<file path="src/rtl/dmem_arbiter.sv">
// -----------------------------------------------------------------------------
// dmem_arbiter
//   Two-master arbiter/sequencer in front of the single-port data memory bank.
//   m0 = CPU load/store path, m1 = loader/debug port.
//   Each transaction walks IDLE -> ACCESS -> RESP. All memory controls, acks,
//   read data and counters come straight from flops.
//
//   Build option:
//     DMEM_ARB_RR_EN  defined   -> round-robin on ties (last_gnt register built)
//                     undefined -> fixed priority, m0 always beats m1
// -----------------------------------------------------------------------------
module dmem_arbiter #(
    parameter int ADDR_W = 8,
    parameter int DATA_W = 32,
    parameter int CNT_W  = 16
) (
    input  logic              clk,
    input  logic              rst_n,
    input  logic              m0_req,
    input  logic              m0_we,
    input  logic [ADDR_W-1:0] m0_addr,
    input  logic [DATA_W-1:0] m0_wdata,
    output logic              m0_ack,
    output logic [DATA_W-1:0] m0_rdata,
    input  logic              m1_req,
    input  logic              m1_we,
    input  logic [ADDR_W-1:0] m1_addr,
    input  logic [DATA_W-1:0] m1_wdata,
    output logic              m1_ack,
    output logic [DATA_W-1:0] m1_rdata,
    output logic              mem_read,
    output logic              mem_write,
    output logic [ADDR_W-1:0] mem_addr,
    output logic [DATA_W-1:0] mem_wdata,
    input  logic [DATA_W-1:0] mem_rdata,
    output logic              busy,
    output logic [CNT_W-1:0]  gnt_cnt0,
    output logic [CNT_W-1:0]  gnt_cnt1
);

    typedef enum logic [1:0] {
        ST_IDLE   = 2'd0,
        ST_ACCESS = 2'd1,
        ST_RESP   = 2'd2
    } state_t;

    state_t              state_r;
    state_t              state_s;

    // Winner selection
    logic                gnt_valid_s;
    logic                gnt_sel_s;
    logic                we_sel_s;
    logic [ADDR_W-1:0]   addr_sel_s;
    logic [DATA_W-1:0]   wdata_sel_s;

    // Latched transaction
    logic                owner_r;
    logic                we_r;
    logic [ADDR_W-1:0]   mem_addr_r;
    logic [DATA_W-1:0]   mem_wdata_r;

    // Next values of registered outputs
    logic                latch_s;
    logic                mem_read_s;
    logic                mem_write_s;
    logic                ack0_s;
    logic                ack1_s;
    logic                cap_s;
    logic                busy_s;

    // Registered outputs
    logic                mem_read_r;
    logic                mem_write_r;
    logic                ack0_r;
    logic                ack1_r;
    logic                busy_r;
    logic [DATA_W-1:0]   m0_rdata_r;
    logic [DATA_W-1:0]   m1_rdata_r;
    logic [CNT_W-1:0]    gnt_cnt0_r;
    logic [CNT_W-1:0]    gnt_cnt1_r;

`ifdef DMEM_ARB_RR_EN
    logic                last_gnt_r;

    // Round-robin winner: on a tie grant the port that did not win last time
    always_comb begin
        gnt_valid_s = m0_req | m1_req;
        gnt_sel_s   = 1'b0;
        if (m0_req && m1_req) begin
            gnt_sel_s = ~last_gnt_r;
        end else if (m1_req) begin
            gnt_sel_s = 1'b1;
        end else begin
            gnt_sel_s = 1'b0;
        end
    end

    // Remember the most recent grant; reset to m1 so m0 wins the first tie
    always_ff @(posedge clk or negedge rst_n) begin
        if (!rst_n) begin
            last_gnt_r <= 1'b1;
        end else if (latch_s) begin
            last_gnt_r <= gnt_sel_s;
        end
    end
`else
    // Fixed-priority winner: m0 always beats m1
    always_comb begin
        gnt_valid_s = m0_req | m1_req;
        gnt_sel_s   = 1'b0;
        if (m0_req) begin
            gnt_sel_s = 1'b0;
        end else if (m1_req) begin
            gnt_sel_s = 1'b1;
        end else begin
            gnt_sel_s = 1'b0;
        end
    end
`endif

    // Mux the winning requester's command fields
    always_comb begin
        we_sel_s    = 1'b0;
        addr_sel_s  = {ADDR_W{1'b0}};
        wdata_sel_s = {DATA_W{1'b0}};
        if (gnt_sel_s) begin
            we_sel_s    = m1_we;
            addr_sel_s  = m1_addr;
            wdata_sel_s = m1_wdata;
        end else begin
            we_sel_s    = m0_we;
            addr_sel_s  = m0_addr;
            wdata_sel_s = m0_wdata;
        end
    end

    // FSM state register
    always_ff @(posedge clk or negedge rst_n) begin
        if (!rst_n) begin
            state_r <= ST_IDLE;
        end else begin
            state_r <= state_s;
        end
    end

    // FSM next-state logic: ACCESS and RESP each last exactly one cycle
    always_comb begin
        state_s = state_r;
        case (state_r)
            ST_IDLE: begin
                if (gnt_valid_s) begin
                    state_s = ST_ACCESS;
                end else begin
                    state_s = ST_IDLE;
                end
            end
            ST_ACCESS: state_s = ST_RESP;
            ST_RESP:   state_s = ST_IDLE;
            default:   state_s = ST_IDLE;
        endcase
    end

    // FSM output logic: next values for the registered controls
    always_comb begin
        latch_s     = 1'b0;
        mem_read_s  = 1'b0;
        mem_write_s = 1'b0;
        ack0_s      = 1'b0;
        ack1_s      = 1'b0;
        cap_s       = 1'b0;
        busy_s      = 1'b0;
        case (state_r)
            ST_IDLE: begin
                if (gnt_valid_s) begin
                    latch_s     = 1'b1;
                    mem_read_s  = ~we_sel_s;
                    mem_write_s = we_sel_s;
                    busy_s      = 1'b1;
                end else begin
                    latch_s     = 1'b0;
                end
            end
            ST_ACCESS: begin
                ack0_s = ~owner_r;
                ack1_s = owner_r;
                cap_s  = ~we_r;
                busy_s = 1'b1;
            end
            ST_RESP: begin
                busy_s = 1'b0;
            end
            default: begin
                busy_s = 1'b0;
            end
        endcase
    end

    // Latch the granted command; mem_addr/mem_wdata hold while idle
    always_ff @(posedge clk or negedge rst_n) begin
        if (!rst_n) begin
            owner_r     <= 1'b0;
            we_r        <= 1'b0;
            mem_addr_r  <= {ADDR_W{1'b0}};
            mem_wdata_r <= {DATA_W{1'b0}};
        end else if (latch_s) begin
            owner_r     <= gnt_sel_s;
            we_r        <= we_sel_s;
            mem_addr_r  <= addr_sel_s;
            mem_wdata_r <= wdata_sel_s;
        end
    end

    // Register memory strobes, acks and busy so nothing downstream glitches
    always_ff @(posedge clk or negedge rst_n) begin
        if (!rst_n) begin
            mem_read_r  <= 1'b0;
            mem_write_r <= 1'b0;
            ack0_r      <= 1'b0;
            ack1_r      <= 1'b0;
            busy_r      <= 1'b0;
        end else begin
            mem_read_r  <= mem_read_s;
            mem_write_r <= mem_write_s;
            ack0_r      <= ack0_s;
            ack1_r      <= ack1_s;
            busy_r      <= busy_s;
        end
    end

    // Capture read data into the owner's register; writes leave it alone
    always_ff @(posedge clk or negedge rst_n) begin
        if (!rst_n) begin
            m0_rdata_r <= {DATA_W{1'b0}};
            m1_rdata_r <= {DATA_W{1'b0}};
        end else if (cap_s) begin
            if (owner_r) begin
                m1_rdata_r <= mem_rdata;
            end else begin
                m0_rdata_r <= mem_rdata;
            end
        end
    end

    // Per-port completion counters, wrapping silently
    always_ff @(posedge clk or negedge rst_n) begin
        if (!rst_n) begin
            gnt_cnt0_r <= {CNT_W{1'b0}};
            gnt_cnt1_r <= {CNT_W{1'b0}};
        end else begin
            if (ack0_s) begin
                gnt_cnt0_r <= gnt_cnt0_r + {{(CNT_W-1){1'b0}}, 1'b1};
            end
            if (ack1_s) begin
                gnt_cnt1_r <= gnt_cnt1_r + {{(CNT_W-1){1'b0}}, 1'b1};
            end
        end
    end

    assign m0_ack    = ack0_r;
    assign m1_ack    = ack1_r;
    assign m0_rdata  = m0_rdata_r;
    assign m1_rdata  = m1_rdata_r;
    assign mem_read  = mem_read_r;
    assign mem_write = mem_write_r;
    assign mem_addr  = mem_addr_r;
    assign mem_wdata = mem_wdata_r;
    assign busy      = busy_r;
    assign gnt_cnt0  = gnt_cnt0_r;
    assign gnt_cnt1  = gnt_cnt1_r;

endmodule

</file>
<file path="config.mk">
export PLATFORM = sky130hd
export DESIGN_NAME = dmem_arbiter
export DESIGN_NICKNAME = d
export VERILOG_FILES = /design/src/rtl/dmem_arbiter.sv
export SDC_FILE = /design/constraint.sdc
export NUM_CORES = 1
export LEC_CHECK = 0
export BUFFER_PORTS_ARGS = -buffer_cell sky130_fd_sc_hd__buf_2
export CAP_MARGIN = 20
export CORE_UTILIZATION = 48
export DETAILED_ROUTE_END_ITERATION = 8
export PLACE_DENSITY = 0.8
export SLEW_MARGIN = 20
export SYNTH_ARGS = -nofsm -noshare
export SYNTH_HDL_FRONTEND = slang
export SYNTH_SLANG_ARGS = --single-unit
</file>
<file path="constraint.sdc">
create_clock -name clk -period 1.83 [get_ports clk]
set_input_delay 0.0915 -clock clk [delete_from_list [all_inputs] [get_ports clk]]
set_output_delay 0.0915 -clock clk [all_outputs]
set_load 0.01 [all_outputs]
</file>
Word level (Yosys, flattened, before mapping)
Cells that the tools add are included.
{"block": "totals", "reg_bits": 145, "word_cells": 41, "input_bits": 118}
{"block": "classes", "n_reduce_logical": 3, "addsub": 2, "muxes": 17, "bitwise": 4, "n_eq_ne": 1}
{"cell": "$add 16x1->16 const B", "n": 2}
{"cell": "$mux 32", "n": 1}
{"cell": "$mux 1", "n": 13}
{"cell": "$mux 8", "n": 1}
{"cell": "$pmux 2 s2", "n": 1}
{"cell": "$reduce_and 2->1", "n": 2}
{"cell": "$not 1->1", "n": 3}
{"cell": "$eq 2x1->1 const B", "n": 1}
{"cell": "$logic_not 2->1", "n": 1}
{"cell": "$pmux 1 s2", "n": 1}
{"cell": "$or 1x1->1", "n": 1}

Logic depth before layout (Yosys ltp)
Gate-level depths: netlist (run 1).
{"block": "depth", "word_depth": 6, "depth_mapped": 7}

Worst setup path before layout (run 1)
OpenSTA, ideal clock, no wires.
{"block": "synth_timing", "path_kind": "register -> register", "start": "register state_r[0]", "end": "register m0_rdata_r[10] (netlist: m0_rdata[10])", "period_less_slack_ps": 1606, "stages_incl_launch_ff": 8, "setup_time_ps": 125, "path_buffers": 3, "arrival_ps": 1481, "slack_ps": 224, "required_ps": 1705, "path_cell_list": "dfrtp_1 nor2b_4 nor2b_4 buf_6 nor2b_4 buf_6 buf_12 mux2_4"}
{"block": "synth_via", "elab_chain_cells": 3}
{"element": "start, declared", "line_no": "47", "source": "state_t state_r;"}
{"element": "start signal, assigned", "line_no": "143", "source": "state_r <= state_s;"}
{"element": "$eq 2x1->1", "line_no": "173", "source": "case (state_r)"}
{"element": "$mux 1", "line_no": "173"}
{"element": "$reduce_and 2->1 (no line)"}
{"element": "end signal, assigned", "line_no": "234", "source": "m0_rdata_r <= {DATA_W{1'b0}};"}
{"element": "end signal, assigned", "line_no": "240", "source": "m0_rdata_r <= mem_rdata;"}
{"element": "end, declared", "line_no": "78", "source": "logic [DATA_W-1:0] m0_rdata_r;"}
Every way passes these cells.
A chain may end at the register's enable or synchronous reset.

Worst setup path after layout (run 1)
{"block": "layout_timing", "start": "input port m0_req", "end": "register mem_wdata_r[9] (netlist: mem_wdata[9])"}
{"block": "layout_via", "elab_chain_cells": 3}
{"element": "start, declared", "line_no": "19", "source": "input logic m0_req,"}
{"element": "$or 1x1->1", "line_no": "110", "source": "gnt_valid_s = m0_req | m1_req;"}
{"element": "$mux 1", "line_no": "175", "source": "if (gnt_valid_s) begin"}
{"element": "$mux 1", "line_no": "173"}
{"element": "end signal, assigned", "line_no": "205", "source": "mem_wdata_r <= {DATA_W{1'b0}};"}
{"element": "end signal, assigned", "line_no": "210", "source": "mem_wdata_r <= wdata_sel_s;"}
{"element": "end, declared", "line_no": "61", "source": "logic [DATA_W-1:0] mem_wdata_r;"}
Several ways; a longest one is shown, not always the timed one.

==> out/results.tsv, run 1 <==
stage	metric	value	unit
global_routing	grt-ovfl-total	0	
sta	post-route-period-util	98.8	%
sta	clock_skew	7.06	ps
logic_synthesis	ys_seq_area_share	59.6	%
die	dieArea	0.0131	sq mm
critical_path	cp_max_fo	20	
critical_path	critPathKind	primary input to register	
global_routing	antenna_found_initial	0	
logic_synthesis	synthesis.area	0.00609	sq mm
sta	slew_headroom	63.7	%
layout	instances_no_fill	997	
critical_path	crit_top_cell	dlygate4sd3_1	
die	initial_utilization	49.9	%
layout	n_fill_cell	771	
clock_network	numCtsBuffers	17	
logic_synthesis	async_flop_share	100	%
clock_network	cts_tree	built	
logic_synthesis	synth_top_family_by_area	multiplexers	
outcome	status	finished clean	
sta	finalCriticalPeriod	1810	ps
die	io_pins	259	
logic_synthesis	yosys.area_share.simple	8.63	%
clock_network	cts_setup_buffers	0	
sta	worst-slew-pin-transition	544	ps
layout	final_common_cell	buf_2	
critical_path	arrival	2080	ps
sta	setup_violations	0	
place	dp.cells	869	
logic_synthesis	netlist_instances	456	
layout	area_delta_synth_final	49.7	%
critical_path	critPathLaunchType	primary input	
sta	max_freq	0.553	GHz
route	met1_length	6660	um
global_routing	grt_max_degree	70	
global_routing	grt_pass1_vias	5243	
die	rows	40	
die	core	0.0122	sq mm
logic_synthesis	syn-num-nets	576	
layout	final_cell_mix	buf_2 (257), dfrtp_1 (145), dlygate4sd3_1 (99), nand2_1 (57)	
clock_network	cts_max_path_buffers	2	
clock_network	clk_pin_slew	50	ps
pwr	peakVddDrop	0.734	mV
logic_synthesis	ys_warn_count	0	
critical_path	crit_path_cell_trace	dlygate4sd3_1 > buf_2 > nand2b_2 > buf_8 > mux2i_1 > dlygate4sd3_1 > o21ai_0	
logic_synthesis	ys.flop_type	dfrtp_1	
clock_network	cts_root_buf	clkbuf_16	
logic_synthesis	ys_ff_latch	145	
critical_path	crit_path_end_kind	register	
route	wl_met2	8870	um
place	place_congestion	0.789	
die	die_x	115	um
route	route.top_layer_used	met4	
logic_synthesis	synth_edf_count	0	
route	dr_wl_met3	1270	um
pwr	p_leak	4.79	nW
logic_synthesis	synth_compound_area_share	3.37	%
place	io_buffers	258	
route	wire_per_inst	17.4	um
flow_run	max-cap-violations	0	
sta	final_hold_viol_count	0	
route	route.detailed.drc	0	
route	initialDrtViolationCount	301	
logic_synthesis	synth_fa_ha_area_share	0.411	%
logic_synthesis	synth_xor_area_share	4.31	%
layout	finish.utilization	74.7	%
global_routing	grt_pass1_wl	26800	um
min_path	hold_path_class	primary input to register	
clock_network	cts_sinks	145	
pwr	power_density	1490	mW/mm^2
route	ant_nets	0	
logic_synthesis	yosysUniqueCellTypes	31	
logic_synthesis	synth_mux_area_share	20.6	%
critical_path	crit_slowest_cell	dlygate4sd3_1	
place	dpl.hpwl	10600	um
critical_path	slowest_delay	580	ps
logic_synthesis	avgSynthCellArea	13.4	sq um
clock_network	htreeDepth	4	
route	first_pass_iters	4	
critical_path	critPathTopFamily	buffers and inverters	
route	routed_wl	17300	um
die	die_y	115	um
sta	rsz0062_at_grt	yes	
layout	layout-drive-gt1-share	44.5	%
critical_path	cp.required	2110	ps
sta	final_max_slew_viol_count	0	
global_routing	grt.total_usage	27.1	%
route	vias_per_cell	4.99	
route	vias	4973	
critical_path	cp.buffers_inverters	4	
clock_network	insertion_delay	410	ps
layout	diodes	0	
layout	finalNetCount	939	
worst register-to-register path: stages (launching register included):
cell and delay, ps:
dfrtp_1 440, or3_2 560, buf_12 220, o21ai_0 350
registers in the layout, indices dropped and copies added (netlist names), 2 cells and up:
register and flops:
state_r 2, gnt_cnt0 16, gnt_cnt1 16, m0_rdata 32
mem_wdata 32, mem_addr 8, m1_rdata 32
cells in the mapped netlist, types with 3 or more instances:
cell type | n | area (sq um)
nor3_1 | 4 | 20.0
nor2_1 | 12 | 45.0
buf_4 | 3 | 22.5
and3_1 | 3 | 18.8
mux2_2 | 35 | 394
mux2_4 | 30 | 450
nand2_1 | 57 | 214
nor2b_4 | 3 | 41.3
buf_12 | 3 | 60.1
nand4_1 | 4 | 25.0
clkbuf_1 | 9 | 33.8
o21ai_0 | 41 | 205
mux2i_1 | 41 | 410
buf_2 | 6 | 30.0
nand3_1 | 9 | 45.0
xnor2_1 | 21 | 184
dfrtp_1 | 145 | 3630
inv_1 | 5 | 18.8
xor2_1 | 9 | 78.8
kinds of logic after synthesis:
group,count (synthesis)
muxes,106
xor gates and xnor gates,30
DFF,145
buffers and inverters,28
adders and majority gates,2
and+or+nand+nor,104
AOI/OAI and AO/OA,41
stage by stage:
step	instance area [sq um]	power [mW]	setup slack, ps	hold WS, ps	TNS, ps
floorplan	6090	8.02	224	-204	0
global placement	7580	9.80	228	88.9	0
detailed placement	7580	10.1	175	100	0
CTS	9100	13.5	33.4	0.356	0
global route	9120	14.3	-47.5	30.6	-186
finish	9120	13.5	22.2	10.0	0
cell type report:
cell class	count	area (sq um)	share of cell area (%)
multi-input cells	283	2280	25.0
repair buffers	367	2450	26.9
clock inverters	7	62.6	0.686
flip-flops and latches	145	3630	39.8
inverters	5	18.8	0.206
clock buffers	22	464	5.09
well taps	168	210	2.31
worst paths after layout:
path,startpoint,endpoint,slack (ps),cells past startpoint
max in group asynchronous,rst_n,mem_wdata[1]$_DFFE_PN0P_,940,3
min in group asynchronous,rst_n,mem_wdata[12]$_DFFE_PN0P_,240,2
min,m1_we,mem_write$_DFF_PN0_,10,3
max reg2reg,state_r[1]$_DFF_PN0_,mem_wdata[25]$_DFFE_PN0P_,150,3
max,m0_req,mem_wdata[9]$_DFFE_PN0P_,20,7
min reg2reg,gnt_cnt1[15]$_DFFE_PN0P_,gnt_cnt1[15]$_DFFE_PN0P_,460,1
report_power, final:
part,switching [mW],total [mW],internal (mW)
clock network,1.22,3.12,1.90
registers,0.892,5.42,4.52
logic,2.48,5.00,2.52
timing repair:
action                     4_1_cts  5_1_grt
hold endpoints to repair       153        0
hold buffers                    99        0
resized for setup                0        4
setup endpoints to repair        0       31
metal layers:
metal	GRT usage, %	up-vias
met4	12.7	0
met1	30.1	2423
li1	-	2277
met3	7.78	41
met5	0	-
met2	48.0	232
(Power assumes the default switching activity.)
==> run 2, diff against run 1 <==
Settings changed: CORE_UTILIZATION 48 to 35, PLACE_DENSITY 0.8 to unset.
==> run 2 against run 1 <==
Net effect:
- routed wire length shrank 4.7%
- non-clock buffer count grew 19
- die area grew 36%
- power is essentially flat
- combinational power shrank 2%
- clock power grew 7.4%
- via count shrank 0.70%
- critical path type is now register to register
- largest cell class unchanged
- clock-buffer cell count shrank 5
- register-to-register slack is essentially flat
- sequential power shrank 2%
- setup slack gained 130 ps
- highest routed layer is now met5
==> out/results.tsv, run 2 (synthesis results as in run 1) <==
stage	metric	value	unit	change
critical_path	r2r_cells	5		was 3
route	routed_wl	16500	um	was 17,300 um
critical_path	critPathLaunchType	register		was primary input
layout	area_delta_synth_final	54.5	%	was 49.7%
critical_path	critPathTopFamily	simple AND/OR/NAND/NOR gates		was buffers and inverters
sta	setup_tns	0	ps	unchanged
layout	finish.utilization	56.1	%	was 74.7%
sta	final_hold_viol_count	0		unchanged
critical_path	crit_top_cell	nor2b_4		was dlygate4sd3_1
route	ant_nets	0		unchanged
critical_path	critPathKind	register to register		was primary input to register
critical_path	arrival	1980	ps	was 2080 ps
layout	fin_area	0.00941	sq mm	was 0.00912 sq mm
route	route.detailed.drc	0		unchanged
pwr	power_density	1440	mW/mm^2	was 1490 mW/mm^2
clock_network	cts_sinks	145		unchanged
sta	final_max_slew_viol_count	0		unchanged
sta	clock_skew	9.18	ps	was 7.06 ps
place	io_buffers	258		unchanged
global_routing	antenna_found_initial	1		was 0
die	rows	47		was 40
clock_network	cts_max_path_buffers	2		unchanged
layout	layout-drive-gt1-share	44.4	%	was 44.5%
sta	slew_headroom	60.6	%	was 63.7%
place	dpl.hpwl	10700	um	was 10,600 um
sta	holdWs	26.1	ps	was 10.0 ps
route	first_pass_iters	6		was 4
pwr	p_leak	4.89	nW	was 4.79 nW
critical_path	crit_path_end_kind	register		unchanged
outcome	status	finished clean		unchanged
route	initialDrtViolationCount	153		was 301
global_routing	grt_max_degree	84		was 70
sta	post-route-period-util	92.0	%	was 98.8%
clock_network	cts_tree	built		unchanged
clock_network	numCtsBuffers	17		unchanged
die	io_pins	259		unchanged
sta	worst-slew-pin-transition	591	ps	was 544 ps
sta	max_freq	0.594	GHz	was 0.553 GHz
critical_path	cp.required	2130	ps	was 2110 ps
route	vias_per_cell	4.61		was 4.99
flow_run	max-cap-violations	0		unchanged
layout	final_cell_mix	buf_2 (257), dfrtp_1 (145), dlygate4sd3_1 (115), nand2_1 (57)		was buf_2 (257), dfrtp_1 (145), dlygate4sd3_1 (99), nand2_1 (57)
global_routing	grt_pass1_vias	5195		was 5,243
clock_network	post_cts_resize_count	0		unchanged
global_routing	grt.total_usage	18.7	%	was 27.1%
global_routing	grt-ovfl-total	0		unchanged
min_path	hold_depth	3		unchanged
die	initial_utilization	36.3	%	was 49.9%
layout	final_common_cell	buf_2		unchanged
critical_path	cp_max_fo	18		was 20
min_path	hold_path_class	primary input to register		unchanged
die	core	0.0168	sq mm	was 0.0122 sq mm
critical_path	cp_num_cells	5		was 7
clock_network	clk_pin_slew	70	ps	was 50 ps
critical_path	crit_slowest_cell	dfrtp_1		was dlygate4sd3_1
place	place_area	0.00769	sq mm	was 0.00758 sq mm
route	vias	4938		was 4,973
clock_network	cts_root_buf	clkbuf_16		unchanged
die	dieArea	0.0179	sq mm	was 0.0131 sq mm
critical_path	cp.buffers_inverters	1		was 4
die	die_y	134	um	was 115 um
global_routing	grt_pass1_wl	26200	um	was 26,800 um
route	wire_per_inst	15.4	um	was 17.4 um
layout	finalNetCount	958		was 939
layout	diodes	0		unchanged
die	die_x	134	um	was 115 um
sta	rsz0062_at_grt	no		was yes
sta	setup_violations	0		unchanged
critical_path	crit_path_cell_trace	nor2b_4 > nor2b_4 > nor2b_4 > buf_12 > mux2_4		was dlygate4sd3_1 > buf_2 > nand2b_2 > buf_8 > mux2i_1 > dlygate4sd3_1 > o21ai_0
sta	finalCriticalPeriod	1680	ps	was 1810 ps
clock_network	insertion_delay	410	ps	about the same
pwr	peakVddDrop	0.680	mV	was 0.734 mV
place	place_congestion	0.775		was 0.789
critical_path	slowest_delay	440	ps	was 580 ps
clock_network	htreeDepth	4		unchanged
run 2: cell types whose count changed in the layout (fill, tap and decap cells not counted), sizes merged:
cell,change
clkinv,-3
clkbuf,-5
dlygate4sd3,+16
buf,+3
inv,+8
clkinvlp,+3
run 2: through the flow:
step	total power [mW]	cells	setup WS (ps)
2_1_floorplan	8.02	456	224
3_3_place_gp	9.88	924	186
4_1_cts	13.7	1071	134
6_report	13.5	1071	147
3_5_place_dp	10.0	924	157
5_1_grt	14.3	1071	75.0
run 2: report_power, final:
group | internal, mW | leakage [nW] | switching, mW | total (mW)
logic | 2.52 | 2.80 | 2.37 | 4.89
registers | 4.52 | 1.82 | 0.784 | 5.30
clock network | 1.91 | 0.271 | 1.44 | 3.35
total | 8.94 | 4.89 | 4.59 | 13.5
run 2: cell type report:
type | instances | area (sq um)
inverter | 5 | 18.8
multi-input combinational | 283 | 2280
timing repair buffer | 386 | 2630
sequential | 145 | 3630
tap | 220 | 275
clock inverter | 15 | 145
clock buffer | 17 | 425
fill | 1381 | 7350
run 2: per-layer routing:
layer | part of all wire [%] | vias to the layer above | track usage (%)
li1 | - | 2325 | -
met2 | 48 | 229 | 31.6
met1 | 43 | 2370 | 22.8
met5 | 0.079 | - | 0
met4 | 0.99 | 2 | 5.68
met3 | 8.3 | 12 | 5.90
run 2: tightest hold or removal path, stage by stage:
cell     delay [ps]
buf_2           110
mux2i_1          60
o21ai_0         130
run 2: final timing paths:
kind,start,endpoint,slack [ps]
max,state_r[1]$_DFF_PN0_,m0_rdata[26]$_DFFE_PN0P_,150
min,m1_wdata[23],mem_wdata[23]$_DFFE_PN0P_,30
max reg2reg,state_r[1]$_DFF_PN0_,m0_rdata[26]$_DFFE_PN0P_,150
min reg2reg,gnt_cnt1[15]$_DFFE_PN0P_,gnt_cnt1[15]$_DFFE_PN0P_,470
max in group asynchronous,rst_n,gnt_cnt1[13]$_DFFE_PN0P_,980
min in group asynchronous,rst_n,m0_rdata[7]$_DFFE_PN0P_,240
run 2: repair_timing:
action                                  4_1_cts  5_1_grt
buffers inserted                              0        0
endpoints found under the setup margin        0        0
hold endpoints to repair                    160        0
hold buffers                                115        0
==> run 3, diff against run 2 <==
Settings changed: CTS_BUF_LIST set to sky130_fd_sc_hd__clkbuf_8.
==> run 3 against run 2 <==
Net effect:
- die area stayed put
- register-to-register slack about the same
- hold slack gained 8.3 ps
- utilization fell by 0.84 points
- via count up 1.1%
- power shrank 6.4%
- fmax decreased by 3.4%
==> out/results.tsv, run 3 (synthesis results as in run 1) <==
stage	metric	value	unit	change
layout	finish.utilization	55.3	%	was 56.1%
place	io_buffers	258		unchanged
layout	layout-drive-gt1-share	44.4	%	about the same
clock_network	insertion_delay	450	ps	was 410 ps
pwr	power_density	1370	mW/mm^2	was 1440 mW/mm^2
pwr	p_leak	4.83	nW	was 4.89 nW
sta	finalCriticalPeriod	1740	ps	was 1680 ps
global_routing	grt-ovfl-total	0		unchanged
place	dp.cells	924		unchanged
layout	multiInputGateArea	0.00229	sq mm	was 0.00228 sq mm
critical_path	cp.buffers_inverters	4		was 1
layout	area_delta_synth_final	52.2	%	was 54.5%
critical_path	crit_path_cell_trace	dlygate4sd3_1 > buf_2 > nand2b_4 > buf_12 > mux2i_1 > dlygate4sd3_1 > o21ai_0		was nor2b_4 > nor2b_4 > nor2b_4 > buf_12 > mux2_4
die	dieArea	0.0179	sq mm	unchanged
flow_run	max-cap-violations	0		unchanged
clock_network	cts_setup_buffers	0		unchanged
critical_path	cp_max_fo	19		was 18
critical_path	r2r_start	state_r[1]$_DFF_PN0_		unchanged
route	route.detailed.drc	0		unchanged
layout	finalNetCount	961		was 958
critical_path	arrival	2060	ps	was 1980 ps
layout	diodes	0		unchanged
route	wire_per_inst	15.5	um	was 15.4 um
route	initialDrtViolationCount	152		was 153
critical_path	critical_path.startpoint	m0_req		was state_r[1]$_DFF_PN0_
sta	clock_skew	15.5	ps	was 9.18 ps
sta	max_freq	0.574	GHz	was 0.594 GHz
critical_path	slowest_delay	580	ps	was 440 ps
die	initial_utilization	36.3	%	unchanged
layout	instances_no_fill	1074		was 1,071
place	dpl.hpwl	10700	um	unchanged
critical_path	cp.required	2150	ps	was 2130 ps
layout	fin_area	0.00927	sq mm	was 0.00941 sq mm
die	rows	47		unchanged
layout	regArea	0.00363	sq mm	unchanged
global_routing	antenna_found_initial	1		unchanged
critical_path	r2r_cells	5		unchanged
outcome	status	finished clean		unchanged
clock_network	htreeDepth	4		unchanged
critical_path	critPathKind	primary input to register		was register to register
critical_path	crit_end	mem_addr[4]$_DFFE_PN0P_		was m0_rdata[26]$_DFFE_PN0P_
critical_path	crit_top_cell	dlygate4sd3_1		was nor2b_4
clock_network	clk_pin_slew	90	ps	was 70 ps
critical_path	crit_slowest_cell	dlygate4sd3_1		was dfrtp_1
sta	setup_violations	0		unchanged
layout	n_fill_cell	1414		was 1,381
route	vias	4993		was 4,938
die	core	0.0168	sq mm	unchanged
die	die_y	134	um	unchanged
layout	final_common_cell	buf_2		unchanged
critical_path	cp_num_cells	7		was 5
critical_path	reg2reg_to	m0_rdata[18]$_DFFE_PN0P_		was m0_rdata[26]$_DFFE_PN0P_
place	place_congestion	0.775		unchanged
route	routed_wl	16700	um	was 16,500 um
clock_network	numCtsBuffers	17		unchanged
global_routing	grt_max_degree	84		unchanged
pwr	peakVddDrop	0.624	mV	was 0.680 mV
route	first_pass_iters	4		was 6
sta	post-route-period-util	95.2	%	was 92.0%
min_path	hold_path_class	primary input to register		unchanged
critical_path	rrSetupSlack	160	ps	was 150 ps
die	die_x	134	um	unchanged
global_routing	grt_pass1_wl	26100	um	was 26,200 um
sta	final_hold_viol_count	0		unchanged
global_routing	grt_pass1_vias	5241		was 5,195
route	ant_nets	0		unchanged
place	place_area	0.00769	sq mm	unchanged
critical_path	critPathTopFamily	buffers and inverters		was simple AND/OR/NAND/NOR gates
clock_network	cts_max_path_buffers	2		unchanged
layout	final_cell_mix	buf_2 (257), dfrtp_1 (145), dlygate4sd3_1 (117), nand2_1 (57)		was buf_2 (257), dfrtp_1 (145), dlygate4sd3_1 (115), nand2_1 (57)
sta	slew_headroom	61.0	%	was 60.6%
critical_path	crit_path_end_kind	register		unchanged
die	io_pins	259		unchanged
global_routing	grt.total_usage	18.8	%	was 18.7%
clock_network	cts_tree	built		unchanged
clock_network	cts_sinks	145		unchanged
sta	setup_tns	0	ps	unchanged
sta	rsz0062_at_grt	no		unchanged
critical_path	critPathLaunchType	primary input		was register
clock_network	cts_root_buf	clkbuf_8		was clkbuf_16
route	vias_per_cell	4.65		was 4.61
sta	worst-slew-pin-transition	585	ps	was 591 ps
sta	final_max_slew_viol_count	0		unchanged
==> run 3: area by class of cell <==
class / count / share of cell area, %
repair buffers: 389 / 28.9
clock buffers: 17 / 2.52
multi-input cells: 283 / 24.7
clock inverters: 15 / 1.57
inverters: 5 / 0.202
flip-flops and latches: 145 / 39.1
well taps: 220 / 2.97
==> run 3: report_power, final <==
group	switching (mW)	leakage, nW	internal (mW)
logic	2.38	2.82	2.53
clock network	1.34	0.184	1.11
registers	0.789	1.82	4.51
total	4.51	4.83	8.15
==> run 3: per-layer routing <==
metal  wire, um  vias up  track usage, %
li1           -     2333               -
met1       7130     2398            22.7
met2       7860      233            31.1
met3       1350       27            5.90
met4        338        2            7.13
met5         13        -               0
==> run 3: worst min-delay path by stage <==
| stage | startpoint | endpoint | slack, ps | cells after the start |
|---|---|---|---|---|
| 6_report | m1_we | mem_read$_DFF_PN0_ | 30 | 3 |
| 5_1_grt | m1_we | mem_read$_DFF_PN0_ | 40 | 3 |
| 4_1_cts | m1_we | mem_read$_DFF_PN0_ | 20 | 3 |
| 3_5_place_dp | rst_n | m1_rdata[19]$_DFFE_PN0P_ | 120 | 1 |
| 3_3_place_gp | rst_n | m0_rdata[10]$_DFFE_PN0P_ | 120 | 1 |
| 2_1_floorplan | rst_n | busy$_DFF_PN0_ | -200 | 0 |
==> run 3: what timing repair did <==
item	CTS	global route
setup endpoints to repair	0	15
resized for setup	0	1
endpoints found under the hold margin	160	0
hold buffers	117	0
==> run 3: through the flow <==
step / hold WS, ps / power [mW] / worst slack, ps
after floorplan: -204 / 8.02 / 224
after global placement: 116 / 9.88 / 186
after detailed placement: 119 / 10.0 / 157
after CTS: 21.5 / 12.7 / 24.5
after global routing: 36.4 / 13.5 / 30.2
final: 34.4 / 12.7 / 87.5
==> run 3: tightest hold or removal path, stage by stage <==
cell	delay [ps]
buf_2	80
mux2i_1	80
and2_1	180
